[config.mk]
export PLATFORM = sky130hd
export DESIGN_NAME = fadd_single_seq
export DESIGN_NICKNAME = d
export VERILOG_FILES = /design/src/rtl/fadd_single_seq.sv
export SDC_FILE = /design/constraint.sdc
export NUM_CORES = 1
export LEC_CHECK = 0
export CORE_MARGIN = 3
export CORE_UTILIZATION = 60
export DETAILED_ROUTE_END_ITERATION = 16
export PLACE_DENSITY = 0.8
export SLEW_MARGIN = 20
export SYNTH_ARGS = -nofsm -noshare
export SYNTH_HDL_FRONTEND = slang
export SYNTH_SLANG_ARGS = --single-unit
[constraint.sdc]
create_clock -name clk -period 10.2 [get_ports clk]
set_clock_uncertainty 0.15 [all_clocks]
set_input_delay 1.02 -clock clk [delete_from_list [all_inputs] [get_ports clk]]
set_output_delay 1.02 -clock clk [all_outputs]
set_load 0.02 [all_outputs]
[src/rtl/fadd_single_seq.sv]
// +--------------------------------------------------------------------------+
// | fadd_single_seq: multi-cycle IEEE-754 single adder, RNE, valid/ready.     |
// | Revision: 1.0                                                            |
// +--------------------------------------------------------------------------+
`timescale 1ns/1ps
`default_nettype none

module fadd_single_seq #(
  parameter logic [31:0] QNAN = 32'h7FC0_0000
) (
  input  logic        clk,
  input  logic        rst,
  input  logic        in_valid,
  output logic        in_ready,
  input  logic [31:0] a,
  input  logic [31:0] b,
  output logic        out_valid,
  input  logic        out_ready,
  output logic [31:0] c,
  output logic        ovf,
  output logic        inv
);

  localparam logic [2:0] S_IDLE  = 3'd0;
  localparam logic [2:0] S_ALIGN = 3'd1;
  localparam logic [2:0] S_ADD   = 3'd2;
  localparam logic [2:0] S_NORM  = 3'd3;
  localparam logic [2:0] S_ROUND = 3'd4;
  localparam logic [2:0] S_OUT   = 3'd5;

  logic [2:0]  r_state;
  logic [31:0] r_a;
  logic [31:0] r_b;
  logic [27:0] r_ma;
  logic [27:0] r_mb;
  logic [27:0] r_sum;
  logic [8:0]  r_exp;
  logic        r_sign;
  logic        r_sub;
  logic [31:0] r_c;
  logic        r_ovf;
  logic        r_inv;
  logic        r_out_valid;

  // Operand classification; exponent 0 (zero or denormal) counts as zero.
  logic w_a_zero, w_b_zero, w_a_inf, w_b_inf, w_a_nan, w_b_nan;
  assign w_a_zero = (r_a[30:23] == 8'd0);
  assign w_b_zero = (r_b[30:23] == 8'd0);
  assign w_a_inf  = (r_a[30:23] == 8'hFF) && (r_a[22:0] == 23'd0);
  assign w_b_inf  = (r_b[30:23] == 8'hFF) && (r_b[22:0] == 23'd0);
  assign w_a_nan  = (r_a[30:23] == 8'hFF) && (r_a[22:0] != 23'd0);
  assign w_b_nan  = (r_b[30:23] == 8'hFF) && (r_b[22:0] != 23'd0);

  logic        w_swap;
  logic [31:0] w_big;
  logic [31:0] w_small;
  logic [7:0]  w_d;
  logic [27:0] w_mbig;
  logic [27:0] w_msmall;
  logic [27:0] w_mask;
  logic        w_sticky;
  logic [27:0] w_shifted;

  assign w_swap    = (r_b[30:0] > r_a[30:0]);
  assign w_big     = w_swap ? r_b : r_a;
  assign w_small   = w_swap ? r_a : r_b;
  assign w_d       = w_big[30:23] - w_small[30:23];
  assign w_mbig    = {2'b01, w_big[22:0], 3'b000};
  assign w_msmall  = {2'b01, w_small[22:0], 3'b000};
  assign w_mask    = (28'd1 << w_d) - 28'd1;
  assign w_sticky  = |(w_msmall & w_mask);
  // Beyond 26 positions the whole smaller mantissa collapses into sticky.
  assign w_shifted = (w_d >= 8'd27) ? 28'd1
                                    : ((w_msmall >> w_d) | {27'd0, w_sticky});

  logic        w_round_up;
  logic [24:0] w_mant_rnd;
  logic [8:0]  w_exp_rnd;
  logic [22:0] w_frac_rnd;

  assign w_round_up = r_sum[2] & (r_sum[1] | r_sum[0] | r_sum[3]);
  assign w_mant_rnd = {1'b0, r_sum[26:3]} + {24'd0, w_round_up};
  assign w_exp_rnd  = r_exp + {8'd0, w_mant_rnd[24]};
  assign w_frac_rnd = w_mant_rnd[24] ? w_mant_rnd[23:1] : w_mant_rnd[22:0];

  always_ff @(posedge clk or posedge rst) begin
    if (rst) begin
      r_state     <= S_IDLE;
      r_a         <= 32'd0;
      r_b         <= 32'd0;
      r_ma        <= 28'd0;
      r_mb        <= 28'd0;
      r_sum       <= 28'd0;
      r_exp       <= 9'd0;
      r_sign      <= 1'b0;
      r_sub       <= 1'b0;
      r_c         <= 32'd0;
      r_ovf       <= 1'b0;
      r_inv       <= 1'b0;
      r_out_valid <= 1'b0;
    end else begin
      case (r_state)
        S_IDLE: begin
          if (in_valid) begin
            r_a     <= a;
            r_b     <= b;
            r_ovf   <= 1'b0;
            r_inv   <= 1'b0;
            r_state <= S_ALIGN;
          end
        end
        S_ALIGN: begin
          r_state <= S_OUT;
          if (w_a_nan || w_b_nan || (w_a_inf && w_b_inf && (r_a[31] != r_b[31]))) begin
            r_c   <= QNAN;
            r_inv <= 1'b1;
          end else if (w_a_inf) begin
            r_c <= r_a;
          end else if (w_b_inf) begin
            r_c <= r_b;
          end else if (w_a_zero && w_b_zero) begin
            r_c <= {r_a[31] & r_b[31], 31'd0};
          end else if (w_a_zero) begin
            r_c <= r_b;
          end else if (w_b_zero) begin
            r_c <= r_a;
          end else begin
            r_ma    <= w_mbig;
            r_mb    <= w_shifted;
            r_sign  <= w_big[31];
            r_exp   <= {1'b0, w_big[30:23]};
            r_sub   <= r_a[31] ^ r_b[31];
            r_state <= S_ADD;
          end
        end
        S_ADD: begin
          r_sum   <= r_sub ? (r_ma - r_mb) : (r_ma + r_mb);
          r_state <= S_NORM;
        end
        S_NORM: begin
          if (r_sum == 28'd0) begin
            r_c     <= 32'd0;
            r_state <= S_OUT;
          end else if (r_sum[27]) begin
            r_sum   <= {1'b0, r_sum[27:2], r_sum[1] | r_sum[0]};
            r_exp   <= r_exp + 9'd1;
            r_state <= S_ROUND;
          end else if (r_sum[26]) begin
            r_state <= S_ROUND;
          end else begin
            r_sum <= {r_sum[26:0], 1'b0};
            r_exp <= r_exp - 9'd1;
            // Underflow into the denormal range flushes to signed zero.
            if (r_exp == 9'd1) begin
              r_c     <= {r_sign, 31'd0};
              r_state <= S_OUT;
            end
          end
        end
        S_ROUND: begin
          if (w_exp_rnd >= 9'd255) begin
            r_c   <= {r_sign, 8'hFF, 23'd0};
            r_ovf <= 1'b1;
          end else begin
            r_c <= {r_sign, w_exp_rnd[7:0], w_frac_rnd};
          end
          r_state <= S_OUT;
        end
        S_OUT: begin
          if (!r_out_valid) begin
            r_out_valid <= 1'b1;
          end else if (out_ready) begin
            r_out_valid <= 1'b0;
            r_state     <= S_IDLE;
          end
        end
        default: r_state <= S_IDLE;
      endcase
    end
  end

  assign in_ready  = (r_state == S_IDLE);
  assign out_valid = r_out_valid;
  assign c         = r_c;
  assign ovf       = r_ovf;
  assign inv       = r_inv;

endmodule

`default_nettype wire

; ---- Word level (Yosys, flattened, before mapping)
; Cells that the tools add are included.
[word_totals]
reg_bits = 193
inputBits = 68
output_inout_bits = 36
[op_classes]
add_sub_neg = 8
magnitude_cmp = 3
n_eq_ne = 27
shifts = 2
mux = 52
bitwise = 13
n_reduce_logical = 32
[ops]
columns = operator, n
row1 = 32-bit 2-to-1 mux, 11
row2 = 32-bit one-hot mux with 3 select lines, 1
row3 = 28-bit 2-to-1 mux, 3
row4 = 9-bit 2-to-1 mux, 9
row5 = 31-bit 2-to-1 mux, 2
row6 = 28-bit one-hot mux with 2 select lines, 1
row7 = 27-bit 2-to-1 mux, 2
row8 = 23-bit zero test, 2
row9 = 23-bit nonzero test, 2
row10 = 3-bit 2-to-1 mux, 13
row11 = 31-bit > comparator, 1
row12 = 27-bit by 28-bit adder with 28-bit output, 1
row13 = 27-bit by 28-bit bitwise AND with 28-bit output, 1
row14 = 28-bit zero test, 1
row15 = 28-bit by 1-bit OR with 28-bit output, 1
row16 = 28-bit OR reduction, 1
row17 = "1-bit by 8-bit << shifter with 28-bit output, first input constant", 1
row18 = 27-bit by 8-bit >> shifter with 28-bit output, 1
row19 = 27-bit by 28-bit subtractor with 28-bit output, 1
row20 = "28-bit by 1-bit subtractor with 28-bit output, second input constant", 1
row21 = 24-bit by 1-bit adder with 25-bit output, 1
row22 = "2-bit != test, second input constant", 12
row23 = 23-bit 2-to-1 mux, 1
row24 = 3-bit one-hot mux with 6 select lines, 1
row25 = 34 further kinds, 66

; ---- Depth between registers and ports, before layout
[depth]
depth_word = 9
ltp_mapped = 27

; ---- Worst setup path after synthesis
; Ideal clock, no wire load.
[synth_path]
kind = register to register
from = register r_a[26]
to = register r_mb[0]
setup_time_ps = 142
arrival_ps = 5326
path_slack_ps = 4581
stages_incl_launch_ff = 26
n_path_buf = 5
synth_period_minus_slack_ps = 5619
path_cell_list = dfrtp_1 -> inv_1 -> ha_1 -> buf_4 -> nand4_1 -> nor4_4 -> nand2b_1 -> a31o_2 -> buf_2 -> o21ai_2 -> buf_2 -> clkbuf_1 -> clkbuf_1 -> mux2i_1 -> ha_1 -> nand2_1 -> nand2_1 -> a21oi_1 -> and4_1 -> nor3_1 -> and3_1 -> a32o_1 -> o21a_1 -> or4_1 -> a2111oi_0 -> a32oi_1
[synth_between]
elab_chain_len = 9
[synth_rtl]
columns = element, line
row1 = "start, declared", 32  ; logic [31:0] r_a;
row2 = "start signal, assigned", 89  ; r_a <= 32'd0;
row3 = "start signal, assigned", 105  ; r_a <= a;
row4 = 31-bit > comparator, 64  ; assign w_swap = (r_b[30:0] > r_a[30:0]);
row5 = 32-bit 2-to-1 mux / 31-bit 2-to-1 mux (equally long branches), "65, 66"
row6 = 8-bit subtractor, 67  ; assign w_d = w_big[30:23] - w_small[30:23];
row7 = 1-bit by 8-bit << shifter with 28-bit output, 70  ; assign w_mask = (28'd1 << w_d) - 28'd1;
row8 = 28-bit by 1-bit subtractor with 28-bit output, 70
row9 = 27-bit by 28-bit bitwise AND with 28-bit output, 71  ; assign w_sticky = |(w_msmall & w_mask);
row10 = 28-bit OR reduction, 71
row11 = 28-bit by 1-bit OR with 28-bit output, 74  ; : ((w_msmall >> w_d) | {27'd0, w_sticky});
row12 = 28-bit 2-to-1 mux, 73  ; assign w_shifted = (w_d >= 8'd27) ? 28'd1
row13 = "end signal, assigned", 129  ; r_mb <= w_shifted;
row14 = "end, declared", 35  ; logic [27:0] r_mb;
; Parallel ways exist; a longest one is shown, timed or not.
; A chain may end at the register's enable or synchronous reset.

; ---- Final worst setup path
[layout_path]
from = register r_a[23]
to = register r_mb[1]
[layout_between]
elab_chain_len = 7
[layout_rtl]
columns = element
row1 = branches (longest 7 deep; another with 31-bit > comparator)
; Several ways; the timed one is not identified.

==> results.json <==
{
  "grt_pass1_wl_um": 84000,
  "synth.top_cells.by_count": "nand2_1, dfrtp_1, o21ai_0, nor2_1, a21oi_1",
  "slew_violations": 0,
  "clockBufferDepth": 2,
  "postSynthCellCount": 1912,
  "end_kind": "register",
  "synth-seq-cells": 192,
  "yosysMostFrequentCell": "nand2_1",
  "placed_cell_area_um2": 16500,
  "clock-sinks": 192,
  "clkLatencyLatePin_ns": 0.45,
  "critPathCapture": "r_mb[1]$_DFFE_PP0P_",
  "finalSetupTns_ns": 0,
  "drv_cap": 0,
  "std_cell_rows": 57,
  "n_antenna_cell": 0,
  "cts.root.buffer_cell": "clkbuf_16",
  "critPathArrivalTime_ns": 6.55,
  "area_growth_pct": 11.2,
  "cts_tree": "yes",
  "synth_top_area_frac": 0.312,
  "netlist_area_um2": 15400,
  "grt_max_degree": 117,
  "r2r-end": "r_mb[1]$_DFFE_PP0P_",
  "r2r_start": "r_a[23]$_DFFE_PP0P_",
  "period_share": 0.620,
  "drt_iter0_markers": 1800,
  "routed_wl_um": 53200,
  "cts_resized": 0,
  "globalRouteOverflowTotal": 0,
  "dp_slack_ns": 3.98,
  "tightest_slew_ns": 1.06,
  "nets": 2087,
  "rsz0062_at_grt": "no",
  "ys_types": 86,
  "drc": 0,
  "hold_class": "register to register",
  "setup.worst_path.start": "r_a[23]$_DFFE_PP0P_",
  "synth_flop_cell": "dfrtp_1",
  "postRouteAntennaNets": 0,
  "grt_pass1_vias": 14800,
  "worst_ep_required_time_ns": 10.42,
  "ioPinCount": 104,
  "synth_area_leaders": "dfrtp_1, nand2_1, ha_1",
  "first_pass_iters": 6,
  "vias": 15500,
  "layout-drive-gt1-share": 0.0710,
  "antenna_found_initial": 0,
  "cts_setup_buffers": 0,
  "worst_hold_slack_ns": 0.319,
  "yosys.area.top_type": "dfrtp_1",
  "dr_wl_met2_um": 23700,
  "synthArstFlopShare": 1.00,
  "period_needed_ns": 6.33,
  "initial_core_util": 0.621,
  "die_x_um": 166,
  "worstSetupPathType": "register to register",
  "core-area_um2": 24700,
  "cts_buffers": 17,
  "cts_hold_buf": 0,
  "reg2reg_depth": 22,
  "yosysWarningCount": 0,
  "synth_area_per_cell_um2": 8.04,
  "design_area_um2": 17100,
  "fin_ws_ns": 3.87,
  "timing.reg2reg.setup_slack_ns": 3.87,
  "drt-met1-wl_um": 21400,
  "fmax_ghz": 0.158,
  "worstPathMaxFanout": 48,
  "ys_seq_area_frac": 0.312,
  "grt_use_total": 0.380,
  "cts.htree.levels": 4,
  "fp.dieH_um": 166,
  "synth-edff-count": 0,
  "max_slew_margin": 0.286,
  "highest-signal-layer": "met4",
  "wl_met3_um": 5730,
  "dp_hpwl_um": 40100,
  "status": "completed",
  "setup_viol": 0,
  "portBuffers": 103,
  "vias_per_cell": 6.85,
  "gp_congestion": 1.04,
  "timing.final.hold_violations": 0,
  "synth_nets": 2069,
  "dieArea_um2": 27600,
  "startpoint_type": "register",
  "clkTransAtPathRegs_ns": 0.09,
  "wl_per_cell_um": 23.4
}
-- state kept, by name, summed over array words and instances (netlist names) --
name       flops
c             32
inv            1
out_valid      1
ovf            1
r_a           32
r_b           32
r_exp          9
r_ma          24
r_mb          27
r_sign         1
r_state        3
r_sub          1
r_sum         28
-- layout by cell type (no fill, tap or decap), types with 20 or more instances in the layout --
cell type / count
inv_1: 101
o22ai_1: 23
a31oi_1: 61
mux2_2: 42
xnor2_1: 35
nand4_1: 31
nor4_1: 23
o21ai_0: 136
nor2_1: 136
mux2i_1: 55
nor3_1: 38
a21oi_1: 130
nand3_1: 49
ha_1: 88
o211ai_1: 20
clkdlybuf4s50_1: 103
o31ai_1: 21
buf_4: 20
nand2_1: 294
dfrtp_1: 192
-- area by class of cell --
type | instances | area (µm²)
clock buffer | 17 | 425
multi-input combinational | 1492 | 9690
tap | 324 | 405
inverter | 103 | 394
fill | 2036 | 7640
timing repair buffer | 124 | 1210
clock inverter | 15 | 184
sequential | 192 | 4800
-- kinds of logic (layout without fill, tap and decap cells) --
family / Yosys count / in the layout / synth area share
mux: 111 / 111 / 0.0871
buf+inv: 228 / 259 / 0.0590
flops: 192 / 192 / 0.312
simple gates: 675 / 675 / 0.202
xor+xnor: 53 / 53 / 0.0307
compound gates: 564 / 564 / 0.236
fa+ha+maj: 89 / 89 / 0.0729
-- per-layer routing --
metal | up-vias | track usage
met5 | - | 0
li1 | 6981 | -
met1 | 7408 | 0.515
met2 | 963 | 0.592
met3 | 183 | 0.0955
met4 | 0 | 0.140
-- critical path, stage by stage (launching register included) --
cell and delay [ns]:
dfrtp_1 0.41, inv_1 0.12, ha_1 0.30, buf_4 0.30
nand4_1 0.23, nor4_4 0.40, nand2b_1 0.14, a31o_2 0.34
o21ai_4 0.08, buf_4 0.47, mux2i_1 0.27, ha_1 0.24
nand2_1 0.09, nand2_1 0.09, a21oi_1 0.08, and4_1 0.27
nor3_1 0.29, o2111ai_1 0.17, a21oi_1 0.48, or2_2 0.44
nand3_1 0.24, mux4_2 0.50, o22ai_1 0.11
-- worst min-delay path by stage --
stage	start	endpoint	slack [ns]	depth (start not counted)
3_3_place_gp	c[28]$_DFFE_PP0P_	c[28]$_DFFE_PP0P_	0.30	2
4_1_cts	c[28]$_DFFE_PP0P_	c[28]$_DFFE_PP0P_	0.32	2
6_report	c[28]$_DFFE_PP0P_	c[28]$_DFFE_PP0P_	0.32	2
2_1_floorplan	r_ma[26]$_DFFE_PP0P_	r_ma[26]$_DFFE_PP0P_	0.32	1
5_1_grt	c[15]$_DFFE_PP0P_	c[15]$_DFFE_PP0P_	0.36	2
3_5_place_dp	c[28]$_DFFE_PP0P_	c[28]$_DFFE_PP0P_	0.31	2
-- metrics by stage --
stage,utilization,cells
after floorplan,-,1912
after global placement,0.666,2234
after detailed placement,0.666,2234
after CTS,0.690,2266
after global routing,0.691,2267
final,0.691,2267
Power is left out: the tool's default activity adds up to more than one toggle a clock period on the data nets, which glitch-free logic cannot reach.
